## src/rtl/uart_ctrl_pkg.sv

```systemverilog
// Shared definitions for the UART transmit arbiter: FSM encoding and default sizing constants.
package uart_ctrl_pkg;

    localparam int unsigned DefaultDataW      = 8;
    localparam int unsigned DefaultAckTimeout = 16;

    typedef enum logic [1:0] {
        StIdle,
        StSend,
        StWaitAck,
        StWaitDone
    } arb_state_e;

endpackage

```

## src/rtl/rr_picker.sv

```systemverilog
// Combinational round-robin finder: index of the first set request at or after ptr_i, wrapping.
module rr_picker #(
    parameter int unsigned N = 4,
    localparam int unsigned IdxW = (N > 1) ? $clog2(N) : 1
) (
    input  logic [N-1:0]    req_i,
    input  logic [IdxW-1:0] ptr_i,
    output logic [IdxW-1:0] idx_o,
    output logic            found_o
);

    logic [IdxW-1:0] cand;

    always_comb begin
        idx_o   = '0;
        found_o = 1'b0;
        cand    = '0;
        // Walk offsets from farthest to nearest so the nearest set request is the last one kept.
        for (int k = int'(N) - 1; k >= 0; k--) begin
            cand = IdxW'((int'(ptr_i) + k) % int'(N));
            if (req_i[cand]) begin
                idx_o   = cand;
                found_o = 1'b1;
            end
        end
    end

endmodule

```

## src/rtl/uart_tx_arbiter.sv

```systemverilog
// Round-robin arbiter sharing one UART transmitter among NUM_REQ byte streams; the grant is
// held for a whole packet and a missing tx_busy acknowledge raises a sticky timeout flag.
module uart_tx_arbiter
    import uart_ctrl_pkg::*;
#(
    parameter int unsigned NUM_REQ     = 4,
    parameter int unsigned DATA_W      = DefaultDataW,
    parameter int unsigned ACK_TIMEOUT = DefaultAckTimeout,
    localparam int unsigned IdxW = (NUM_REQ > 1) ? $clog2(NUM_REQ) : 1
) (
    input  logic                      clk,
    input  logic                      rst,
    input  logic [NUM_REQ-1:0]        req_valid,
    input  logic [NUM_REQ*DATA_W-1:0] req_data,
    input  logic [NUM_REQ-1:0]        req_last,
    output logic [NUM_REQ-1:0]        req_ready,
    output logic                      tx_start,
    output logic [DATA_W-1:0]         tx_data,
    input  logic                      tx_busy,
    output logic [IdxW-1:0]           grant_id,
    output logic                      active,
    output logic                      err_timeout
);

    localparam int unsigned CntW = (ACK_TIMEOUT > 1) ? $clog2(ACK_TIMEOUT) : 1;

    arb_state_e        state_q, state_d;
    logic [IdxW-1:0]   grant_q, grant_d;
    logic [IdxW-1:0]   rr_ptr_q, rr_ptr_d;
    logic [DATA_W-1:0] tx_data_q, tx_data_d;
    logic              last_q, last_d;
    logic              tx_start_q, tx_start_d;
    logic              err_q, err_d;
    logic [CntW-1:0]   cnt_q, cnt_d;

    logic [DATA_W-1:0] data_arr [NUM_REQ];
    logic [IdxW-1:0]   pick_idx;
    logic              pick_found;
    logic              accept;
    logic              byte_done;

    for (genvar i = 0; i < NUM_REQ; i++) begin : g_unpack
        assign data_arr[i] = req_data[i*DATA_W +: DATA_W];
    end

    rr_picker #(
        .N (NUM_REQ)
    ) u_rr_picker (
        .req_i   (req_valid),
        .ptr_i   (rr_ptr_q),
        .idx_o   (pick_idx),
        .found_o (pick_found)
    );

    assign accept = (state_q == StSend) && req_valid[grant_q] && !tx_busy;

    always_comb begin
        req_ready = '0;
        if (accept) begin
            req_ready[grant_q] = 1'b1;
        end
    end

    always_comb begin
        state_d    = state_q;
        grant_d    = grant_q;
        rr_ptr_d   = rr_ptr_q;
        tx_data_d  = tx_data_q;
        last_d     = last_q;
        tx_start_d = 1'b0;
        err_d      = err_q;
        cnt_d      = cnt_q;
        byte_done  = 1'b0;

        unique case (state_q)
            StIdle: begin
                if (pick_found) begin
                    grant_d = pick_idx;
                    state_d = StSend;
                end
            end
            StSend: begin
                if (accept) begin
                    tx_data_d  = data_arr[grant_q];
                    last_d     = req_last[grant_q];
                    tx_start_d = 1'b1;
                    cnt_d      = '0;
                    state_d    = StWaitAck;
                end
            end
            StWaitAck: begin
                if (tx_busy) begin
                    cnt_d   = '0;
                    state_d = StWaitDone;
                end else if (cnt_q == CntW'(ACK_TIMEOUT - 1)) begin
                    // No acknowledge: flag it and move on as if the byte had gone out.
                    err_d     = 1'b1;
                    cnt_d     = '0;
                    byte_done = 1'b1;
                end else begin
                    cnt_d = cnt_q + 1'b1;
                end
            end
            StWaitDone: begin
                if (!tx_busy) begin
                    byte_done = 1'b1;
                end
            end
            default: state_d = StIdle;
        endcase

        if (byte_done) begin
            if (last_q) begin
                state_d  = StIdle;
                rr_ptr_d = (grant_q == IdxW'(NUM_REQ - 1)) ? '0 : grant_q + 1'b1;
            end else begin
                state_d = StSend;
            end
        end
    end

    always_ff @(posedge clk) begin
        if (rst) begin
            state_q    <= StIdle;
            grant_q    <= '0;
            rr_ptr_q   <= '0;
            tx_data_q  <= '0;
            last_q     <= 1'b0;
            tx_start_q <= 1'b0;
            err_q      <= 1'b0;
            cnt_q      <= '0;
        end else begin
            state_q    <= state_d;
            grant_q    <= grant_d;
            rr_ptr_q   <= rr_ptr_d;
            tx_data_q  <= tx_data_d;
            last_q     <= last_d;
            tx_start_q <= tx_start_d;
            err_q      <= err_d;
            cnt_q      <= cnt_d;
        end
    end

    assign tx_start    = tx_start_q;
    assign tx_data     = tx_data_q;
    assign grant_id    = grant_q;
    assign active      = (state_q != StIdle);
    assign err_timeout = err_q;

endmodule

```

## config.mk

```make
export PLATFORM = sky130hd
export DESIGN_NAME = uart_tx_arbiter
export DESIGN_NICKNAME = d
export VERILOG_FILES = /design/src/rtl/uart_ctrl_pkg.sv /design/src/rtl/rr_picker.sv /design/src/rtl/uart_tx_arbiter.sv
export SDC_FILE = /design/constraint.sdc
export NUM_CORES = 1
export LEC_CHECK = 0
export ABC_AREA = 1
export CORE_ASPECT_RATIO = 1.75
export CORE_MARGIN = 2
export CORE_UTILIZATION = 40
export CTS_CLUSTER_SIZE = 20
export DETAILED_ROUTE_END_ITERATION = 12
export PLACE_DENSITY = 0.87
export SETUP_SLACK_MARGIN = 0.2
export SKIP_LAST_GASP = 1
export SYNTH_ARGS = -nofsm -noshare
export SYNTH_HDL_FRONTEND = slang
export SYNTH_HIERARCHICAL = 1
export SYNTH_SLANG_ARGS = --single-unit
export TNS_END_PERCENT = 50
```

## constraint.sdc

```tcl
create_clock -name clk -period 1.75 [get_ports clk]
set_clock_uncertainty 0.1 [all_clocks]
set_input_delay 0.175 -clock clk [delete_from_list [all_inputs] [get_ports clk]]
set_output_delay 0.175 -clock clk [all_outputs]
set_load 0.005 [all_outputs]
```

## Word level (Yosys, flattened, before mapping)

Index checks and enable logic that the tools add are counted.

- Flip-flop bits (word level): 21
- Input bits: 43
- Word-level logic and storage cells: 89

- Add/sub/neg operators: 5
- Order comparisons: 7
- Equal/unequal tests: 9
- Multiplexer cells: 42
- Bitwise logic cells: 3
- Reductions and logical operators: 15

Operators by type and width:

| kind | number |
|---|---|
| 2-bit 2-to-1 mux | 9 |
| 8-bit binary-select mux with 2-bit select | 1 |
| 1-bit 2-to-1 mux | 16 |
| 4-bit 2-to-1 mux | 4 |
| 8-bit 2-to-1 mux | 2 |
| 2-bit by 3-bit < comparator with 1-bit output, second input constant | 5 |
| 1-bit binary-select mux with 2-bit select | 6 |
| 3-bit inequality test, second input constant | 3 |
| 4-bit case mux with 2 select lines | 1 |
| 2-bit AND reduction | 4 |
| 2-bit == test, second input constant | 3 |
| 2-bit case mux with 3 select lines | 1 |
| 2-bit by 1-bit adder with 2-bit output, second input constant | 2 |
| 2-bit adder, second input constant | 2 |
| 4-bit by 1-bit adder with 4-bit output, second input constant | 1 |
| 4-bit == test, second input constant | 1 |
| 4-bit AND reduction | 1 |
| 2-bit nonzero test | 2 |
| 4-bit nonzero test | 1 |
| 3-bit >= comparator, second input constant | 1 |
| 1-bit logical AND | 3 |
| 2-bit inverter with 3-bit output | 1 |
| 3-bit AND reduction | 1 |
| 1-bit demux with 2-bit select | 1 |
| 8 further kinds | 9 |

## Longest topological paths before layout

Gate-level depths: netlist of run 1.

- Depth in word-level cells: 10
- Depth in mapped cells: 12
- Gate-level depth less buffers: 11

## Cells and area by module

Netlist of run 1, hierarchy kept.

Modules (own cells, without submodules):

| module | times used | cells each | area an instance (µm²) | seq. area each (µm²) |
|---|---|---|---|---|
| uart_tx_arbiter | 1 | 211 | 1,430.1 | 420.4 |
| rr_picker | 1 | 44 | 215.2 | 0.0 |

## Worst setup path after synthesis of run 1

No wires, ideal clock.

- Path type: flip-flop to flip-flop
- Start: register rr_ptr_q[0]
- End: register state_q[0]
- Arrival: 1.448 ns
- Data required time: 1.535 ns
- Path slack: 0.087 ns
- Stages on the path, launching flop included: 11
- Path buffers: 1
- Period minus slack after synthesis: 1.663 ns
- Cell sequence: dfxtp_1 > buf_6 > nand2_1 > and2_4 > inv_1 > nand3_1 > or2_2 > nand3_1 > nand2_1 > a21oi_1 > nor2_1

- Word-level cells in the longest chain between the ends: 9

RTL lines:

| item | RTL line | source |
|---|---|---|
| from (decl) | uart_tx_arbiter.sv:29 | `logic [IdxW-1:0] rr_ptr_q, rr_ptr_d;` |
| from (signal assigned) | uart_tx_arbiter.sv:135 | `rr_ptr_q <= rr_ptr_d;` |
| 2-bit adder | rr_picker.sv:20 | `cand = IdxW'((int'(ptr_i) + k) % int'(N));` |
| 1-bit binary-select mux with 2-bit select | rr_picker.sv:21 | `if (req_i[cand]) begin` |
| 1-bit 2-to-1 mux (not written as such) | rr_picker.sv:21 |  |
| 1-bit 2-to-1 mux (3 in series) | rr_picker.sv:21 |  |
| 1-bit 2-to-1 mux (*) | rr_picker.sv:21 |  |
| named net pick_found | uart_tx_arbiter.sv:38 | `logic pick_found;` |
| 3-bit inequality test (no source line) (*) | - |  |
| 4-bit AND reduction (no source line) (*) | - |  |
| to (signal assigned) | uart_tx_arbiter.sv:124 | `state_q <= StIdle;` |
| to (signal assigned) | uart_tx_arbiter.sv:133 | `state_q <= state_d;` |
| to (decl) | uart_tx_arbiter.sv:27 | `arb_state_e state_q, state_d;` |

Mark *: on every way through the listed nets, which the timed path passes. The rest lies on a longest branch. The select of a mux whose other input is x is not followed.
A chain may end at the register's enable or synchronous reset.

## Worst setup path in the final report of run 1

- Start: register cnt_q[1]
- End: register state_q[0]

- Word-level cells in the longest chain between the ends: 6

RTL lines:

| item | RTL line | source |
|---|---|---|
| from (decl) | uart_tx_arbiter.sv:34 | `logic [CntW-1:0] cnt_q, cnt_d;` |
| from (signal assigned) | uart_tx_arbiter.sv:140 | `cnt_q <= cnt_d;` |
| 4-bit == test (*) | uart_tx_arbiter.sv:95 | `end else if (cnt_q == CntW'(ACK_TIMEOUT - 1)) begin` |
| 1-bit 2-to-1 mux (*) | uart_tx_arbiter.sv:95 |  |
| 1-bit 2-to-1 mux (*) | uart_tx_arbiter.sv:92 | `if (tx_busy) begin` |
| 1-bit case mux with 2 select lines (*) | uart_tx_arbiter.sv:75 | `unique case (state_q)` |
| 3-bit inequality test (no source line) or 4-bit nonzero test (tied branches) | - |  |
| 4-bit AND reduction (no source line) | - |  |

Every way passes the cells marked *; elsewhere a longest branch is shown, timed or not.

==> Implementation_results.wiki, run 1 <==
{| class="wikitable"
! Metric !! Value
|-
| Per-cell via count in the routed design || 5.38
|-
| Count of buffers inserted at the top-level ports || 59
|-
| M1 GR Usage || 0.232
|-
| DRT antenna net count || 0
|-
| Largest net degree at the start of global routing || 15
|-
| Horiz. Die Dim || 52.5 um
|-
| Vertical extent of the die || 88.8 um
|-
| Highest attainable clock frequency || 0.595 GHz
|-
| Launching element type of the critical path || flip-flop
|-
| Sum of overflow across all layers after global routing || 0
|-
| Period utilization || 0.961
|-
| Slew HR || 0.703
|-
| Net total in the final layout || 395
|-
| Vias || 2091
|-
| First-pass GRT wire length || 8170 um
|-
| Bufs on Longest Clock Path || 2
|-
| Overall global routing resource usage || 0.228
|-
| Met2 Resource Use GR || 0.444
|-
| Shortest period the worst path allows || 1680 ps
|-
| Layout Cell Area excl Fill || 2740 um^2
|-
| TritonCTS sink count || 21
|-
| Seq/Total Area, Yosys || 0.256
|-
| Detailed placer's ending HPWL || 3620 um
|-
| Type of element capturing the critical path || flip-flop
|-
| Fraction of final layout cells sized beyond drive strength 1 || 0.311
|-
| Area enclosed by the die boundary || 4660 um^2
|-
| Hold Slack || 347 ps
|-
| Pins over their slew limit || 0
|-
| Leakage power total || 1.16 nW
|-
| Number of inserted diodes || 0
|-
| Number of fill cells in the layout || 273
|-
| Area after detailed placement || 2370 um^2
|-
| Arrival time at the worst endpoint || 1790 ps
|-
| Number of design rule violations left after detail routing || 0
|-
| GRT busiest layer || met2
|-
| Weighted congestion reported at the end of routability-driven placement || 0.960
|-
| Top-Level Pins || 60
|-
| Power per cell area || 992 nW/um^2
|-
| Post-synthesis sequential element count || 21
|-
| Post-Synthesis Cells || 255
|-
| Relative area change from synthesis to final layout || 66.6%
|-
| Worst supply voltage drop on vdd || 0.643 mV
|-
| Internal power || 1.56 mW
|-
| Post-synthesis area per instance || 6.45 um^2
|-
| Hold violation count in the final report || 0
|-
| Vias in the first global route || 1913
|-
| Number of cell rows || 30
|-
| Iteration-0 DRC Markers || 109
|-
| Core outline area || 3900 um^2
|-
| Count of max-cap constraint violations || 0
|-
| Clock slew at the register clock pins of the worst setup and hold paths || 80 ps
|-
| Clock tree from TritonCTS || done
|-
| Buffer type at the clock tree root || clkbuf_8
|-
| Slew at the pin closest to its max-slew limit || 445 ps
|-
| Clock Power Share || 0.122
|-
| Nets in the synthesized netlist || 308
|-
| Footprint of the multi-input gates || 1170 um^2
|-
| Initial cell density of the core || 0.421
|-
| Number of antenna violations at the first check in global routing || 0
|-
| Met3 track utilization from global routing || 0.0338
|-
| Total area of sequential cells || 435 um^2
|-
| Mean routed wirelength per cell || 14.7 um
|-
| Switching part of the total power || 0.428
|-
| Wirelength, routed || 5730 um
|-
| Outcome || complete, no violations
|-
| Worst min-delay path category || reg -> reg
|-
| Count of distinct cell types in the synthesized netlist || 24
|-
| YS warnings || 6
|-
| Initial DRT Pass Iterations || 4
|-
| Unrepaired setup endpoints after global routing || yes
|-
| Clock latency on the worst-skew pair || 270 ps
|-
| Switch Pwr || 1.16 mW
|-
| Final total negative setup slack || 0 ps
|-
| Portion of total power attributed to sequential cells || 0.238
|-
| Number of buffers created by CTS || 3
|-
| Maximum level of the CTS H-tree || 1
|-
| Final setup violation count || 0
|-
| Required time of the critical path || 1860 ps
|-
| Worst Path Max Fanout || 3
|-
| Cell area after synthesis || 1650 um^2
|-
| Type of the worst setup path || reg -> reg
|-
| Power share of the combinational group || 0.640
|-
| Post-CTS Hold Buffers || 0
|}
## stage by stage
step                setup slack, ps  cells   util  total power [mW]
finish                         68.5    389  0.702              2.72
global route                  -21.5    389  0.702              2.90
CTS                             114    378  0.654              2.44
detailed placement             -166    370  0.608              1.94
global placement               -153    370  0.608              1.90
floorplan                       217    255      -              1.46
## worst max-delay path, cell delays in order (launching register included)
cell and delay (ps):
dfxtp_1 410, ha_2 240, nand2_1 120, nor2_1 270, nand2_2 120, nand3_1 90, nand2_1 70, nand3_1 80
nand2_1 50, nor2_1 70
## layer usage
| metal | up-vias | part of all wire |
|---|---|---|
| met3 | 23 | 0.067 |
| met5 | - | 0 |
| met1 | 956 | 0.36 |
| met2 | 114 | 0.54 |
| li1 | 998 | - |
| met4 | 0 | 0.034 |
## worst paths after layout
| path | endpoint | cells past startpoint | start | slack, ps |
|---|---|---|---|---|
| max reg2reg | state_q[0] | 9 | cnt_q[1] | 70 |
| min | tx_data[6] | 2 | tx_data[6] | 350 |
| min reg2reg | tx_data[6] | 2 | tx_data[6] | 350 |
| max | state_q[0] | 9 | cnt_q[1] | 70 |
## power by group through the flow
stage               Sequential (mW)  Combinational (mW)  Clock, mW
global placement              0.615                1.28          0
detailed placement            0.621                1.32          0
finish                        0.648                1.74      0.332
global route                  0.656                1.89      0.351
floorplan                     0.635               0.824          0
CTS                           0.634                1.48      0.325
## flip-flops by register name, summed over array words and instances (netlist names)
register and cells:
grant_id 2, tx_start 1, err_timeout 1, cnt_q 4
rr_ptr_q 2, state_q 2, tx_data 8, last_q 1
## cells by family after synthesis
| group | share of synthesized area |
|---|---|
| fa+ha+maj | 0.0760 |
| simple gates | 0.329 |
| flops | 0.256 |
| compound gates | 0.213 |
| buf+inv | 0.127 |
## cells in the final DEF, fill, tap and decap left out, drive strengths merged
cell / instances
dfxtp: 21
dlygate4sd2: 2
nand3: 25
o21ai: 43
nand2: 46
inv: 33
nor2: 41
dlymetal6s2s: 2
clkdlybuf4s50: 51
or2: 1
clkbuf: 5
and2: 1
a21oi: 21
nor3: 1
buf: 37
nand4: 1
ha: 10
## what timing repair did
item,in CTS,in global routing
setup buffers,4,11
setup endpoints to repair,15,22
gates resized for setup,50,33
pin swaps,4,13
## cells in the mapped netlist, drive strengths merged
cell | instances | area share
a21oi | 21 | 0.071
and2 | 1 | 0.0053
buf | 8 | 0.043
clkbuf | 3 | 0.0068
dfxtp | 21 | 0.26
ha | 10 | 0.076
inv | 33 | 0.077
nand2 | 46 | 0.12
nand3 | 25 | 0.097
nand4 | 1 | 0.0038
nor2 | 41 | 0.094
nor3 | 1 | 0.0030
o21ai | 43 | 0.14
or2 | 1 | 0.0038
## final cells by class
type	count	area share
sequential	21	0.159
clock buffer	4	0.0164
multi-input combinational	190	0.427
tap	48	0.0219
inverter	33	0.0507
timing repair buffer	93	0.325
Note: power is estimated with default switching activity, not from simulation.
==> run 2, diff against run 1 <==
--- a/config.mk
+++ b/config.mk
@@ -12,7 +12,8 @@
 export CTS_CLUSTER_SIZE = 20
 export DETAILED_ROUTE_END_ITERATION = 12
 export PLACE_DENSITY = 0.87
-export SETUP_SLACK_MARGIN = 0.2
+export SETUP_SLACK_MARGIN = 0.02
+export SKIP_CTS_REPAIR_TIMING = 1
 export SKIP_LAST_GASP = 1
 export SYNTH_ARGS = -nofsm -noshare
 export SYNTH_HDL_FRONTEND = slang
==> Implementation_results.wiki, run 2 (synthesis gave the netlist of run 1 again) <==
{| class="wikitable"
! Metric !! Value
|-
| Maximum level of the CTS H-tree || 1
|-
| Mean routed wirelength per cell || 12.5 um
|-
| Number of cell instances on the worst register-to-register path || 9
|-
| Vias || 1924
|-
| Bufs on Longest Clock Path || 2
|-
| Terminus of the critical flop-to-flop path || cnt_q[2]
|-
| Hold_sp || tx_data[5]
|-
| Core outline area || 3900 um^2
|-
| Final core utilization || 0.653
|-
| Slew HR || 0.822
|-
| Violations in the final reports || setup timing
|-
| Net total in the final layout || 386
|-
| Count of max-cap constraint violations || 0
|-
| Critical Path, Cell by Cell || inv_1, ha_1, inv_1, nor2_2, nand3_4, nor2_2, clkdlybuf4s50_1
|-
| Internal power || 1.36 mW
|-
| Number of cell rows || 30
|-
| Largest net degree at the start of global routing || 24
|-
| Detailed placer's ending HPWL || 3560 um
|-
| Area after detailed placement || 2390 um^2
|-
| Relative area change from synthesis to final layout || 54.9%
|-
| Outcome || finished, violations left
|-
| Number of flip-flops in the largest register || 8
|-
| Wirelength, routed || 4750 um
|-
| Power per cell area || 922 nW/um^2
|-
| Launching element type of the critical path || flip-flop
|-
| Arrival time at the worst endpoint || 1750 ps
|-
| Fraction of final layout cells sized beyond drive strength 1 || 0.232
|-
| Iteration-0 DRC Markers || 45
|-
| Weighted congestion reported at the end of routability-driven placement || 0.880
|-
| Worst Path Max Fanout || 6
|-
| Minimum setup slack in the final design || -271 ps
|-
| First-pass GRT wire length || 6830 um
|-
| Count of buffers inserted at the top-level ports || 59
|-
| Sum of overflow across all layers after global routing || 0
|-
| Number of design rule violations left after detail routing || 0
|-
| Layout Cell Area excl Fill || 2550 um^2
|-
| Worst path slowest cell || clkdlybuf4s50_1
|-
| Clock slew at the register clock pins of the worst setup and hold paths || 80 ps
|-
| Pins over their slew limit || 0
|-
| Vias in the first global route || 1776
|-
| Shortest period the worst path allows || 2020 ps
|-
| Clock Power Share || 0.139
|-
| Portion of total power attributed to sequential cells || 0.257
|-
| Horiz. Die Dim || 52.5 um
|-
| CP max stage delay || 510 ps
|-
| Leading cell type in the layout, fill and taps excluded || clkdlybuf4s50_1
|-
| TritonCTS sink count || 21
|-
| Number of fill cells in the layout || 322
|-
| DRT antenna net count || 0
|-
| Worst flop-to-flop path startpoint || grant_id[0]
|-
| Leakage power total || 1.10 nW
|-
| Worst supply voltage drop on vdd || 0.694 mV
|-
| Switching part of the total power || 0.423
|-
| Hold path cells || 2
|-
| Initial DRT Pass Iterations || 6
|-
| Period utilization || 1.15
|-
| Type of element capturing the critical path || primary output
|-
| Buffer type at the clock tree root || clkbuf_8
|-
| Worst min-delay path category || reg -> reg
|-
| Clock tree from TritonCTS || done
|-
| Clock latency on the worst-skew pair || 260 ps
|-
| Per-cell via count in the routed design || 5.06
|-
| Highest attainable clock frequency || 0.495 GHz
|-
| Required time of the critical path || 1470 ps
|-
| Final setup violation count || 3
|-
| Number of inserted diodes || 0
|-
| Final total negative setup slack || -523 ps
|-
| Terminating pin of the worst hold path || tx_data[5]
|-
| Unrepaired setup endpoints after global routing || yes
|-
| Post-layout total power || 2.35 mW
|-
| Commonest cells after routing, fill and taps aside || clkdlybuf4s50_1 (56), nor2_1 (36), o21ai_0 (35)
|-
| Top-Level Pins || 60
|-
| Slew at the pin closest to its max-slew limit || 267 ps
|-
| Number of buffers created by CTS || 3
|-
| Type of the worst setup path || reg -> out
|-
| Initial cell density of the core || 0.421
|-
| Number of antenna violations at the first check in global routing || 0
|-
| FF-to-FF setup slack || 0 ps
|-
| Vertical extent of the die || 88.8 um
|-
| Switch Pwr || 0.994 mW
|-
| Hold violation count in the final report || 0
|-
| Power share of the combinational group || 0.604
|-
| Area enclosed by the die boundary || 4660 um^2
|-
| Overall global routing resource usage || 0.190
|}
## run 2: cell types whose count changed in the layout (fill, tap and decap cells not counted), moves of 3 or more
cell / previous run / this run
dfxtp_2: 3 / 0
a21oi_2: 7 / 4
buf_6: 6 / 2
nand2_2: 13 / 9
nand2_1: 28 / 34
a21oi_1: 14 / 17
clkdlybuf4s50_1: 51 / 56
buf_2: 3 / 0
dfxtp_1: 15 / 20
## run 2: worst max path at each step
stage	from	to	slack, ps	cells after the start
5_1_grt	state_q[1]	req_ready[3]	-340	7
4_1_cts	state_q[1]	req_ready[3]	-330	7
6_report	state_q[1]	req_ready[3]	-270	7
3_5_place_dp	req_valid[1]	state_q[0]	-240	11
2_1_floorplan	rr_ptr_q[0]	state_q[0]	90	10
3_3_place_gp	req_valid[1]	req_ready[0]	-190	7
## run 2: per-layer routing
layer  track usage  vias up  share of wire  wire length [um]
li1              -      976              -                 -
met1         0.175      850           0.37              1760
met2         0.374       79           0.53              2500
met3        0.0321       19          0.063               300
met4         0.100        0          0.039               187
met5             0        -              0                 0
## run 2: layout make-up
class                      instances  area, um^2  area share
sequential                        21         424       0.166
inverter                          33         126      0.0496
tap                               48        60.1      0.0236
clock buffer                       3        41.3      0.0162
clock inverter                     1        5.00     0.00196
multi-input combinational        190        1100       0.431
timing repair buffer              84         793       0.311
## run 2: stage by stage
step / hold slack, ps / instances / setup slack (ps)
6_report: 346 / 380 / -271
5_1_grt: 364 / 380 / -345
4_1_cts: 347 / 378 / -328
3_5_place_dp: 335 / 374 / -244
3_3_place_gp: 330 / 374 / -187
2_1_floorplan: 340 / 255 / 86.7
## run 2: worst max-delay path, delay by kind of cell, from the launching register on
family	cells	cell delay [ps]
AND/OR/NAND/NOR	3	400
adder cells (fa/ha/maj)	1	140
flip-flops	1	320
buffers and inverters	3	630
## run 2: power groups by stage
stage	clock [mW]	combinational (mW)	sequential (mW)
global route	0.343	1.56	0.611
floorplan	0	0.792	0.632
detailed placement	0	1.30	0.615
finish	0.328	1.42	0.603
global placement	0	1.27	0.615
CTS	0.331	1.31	0.604
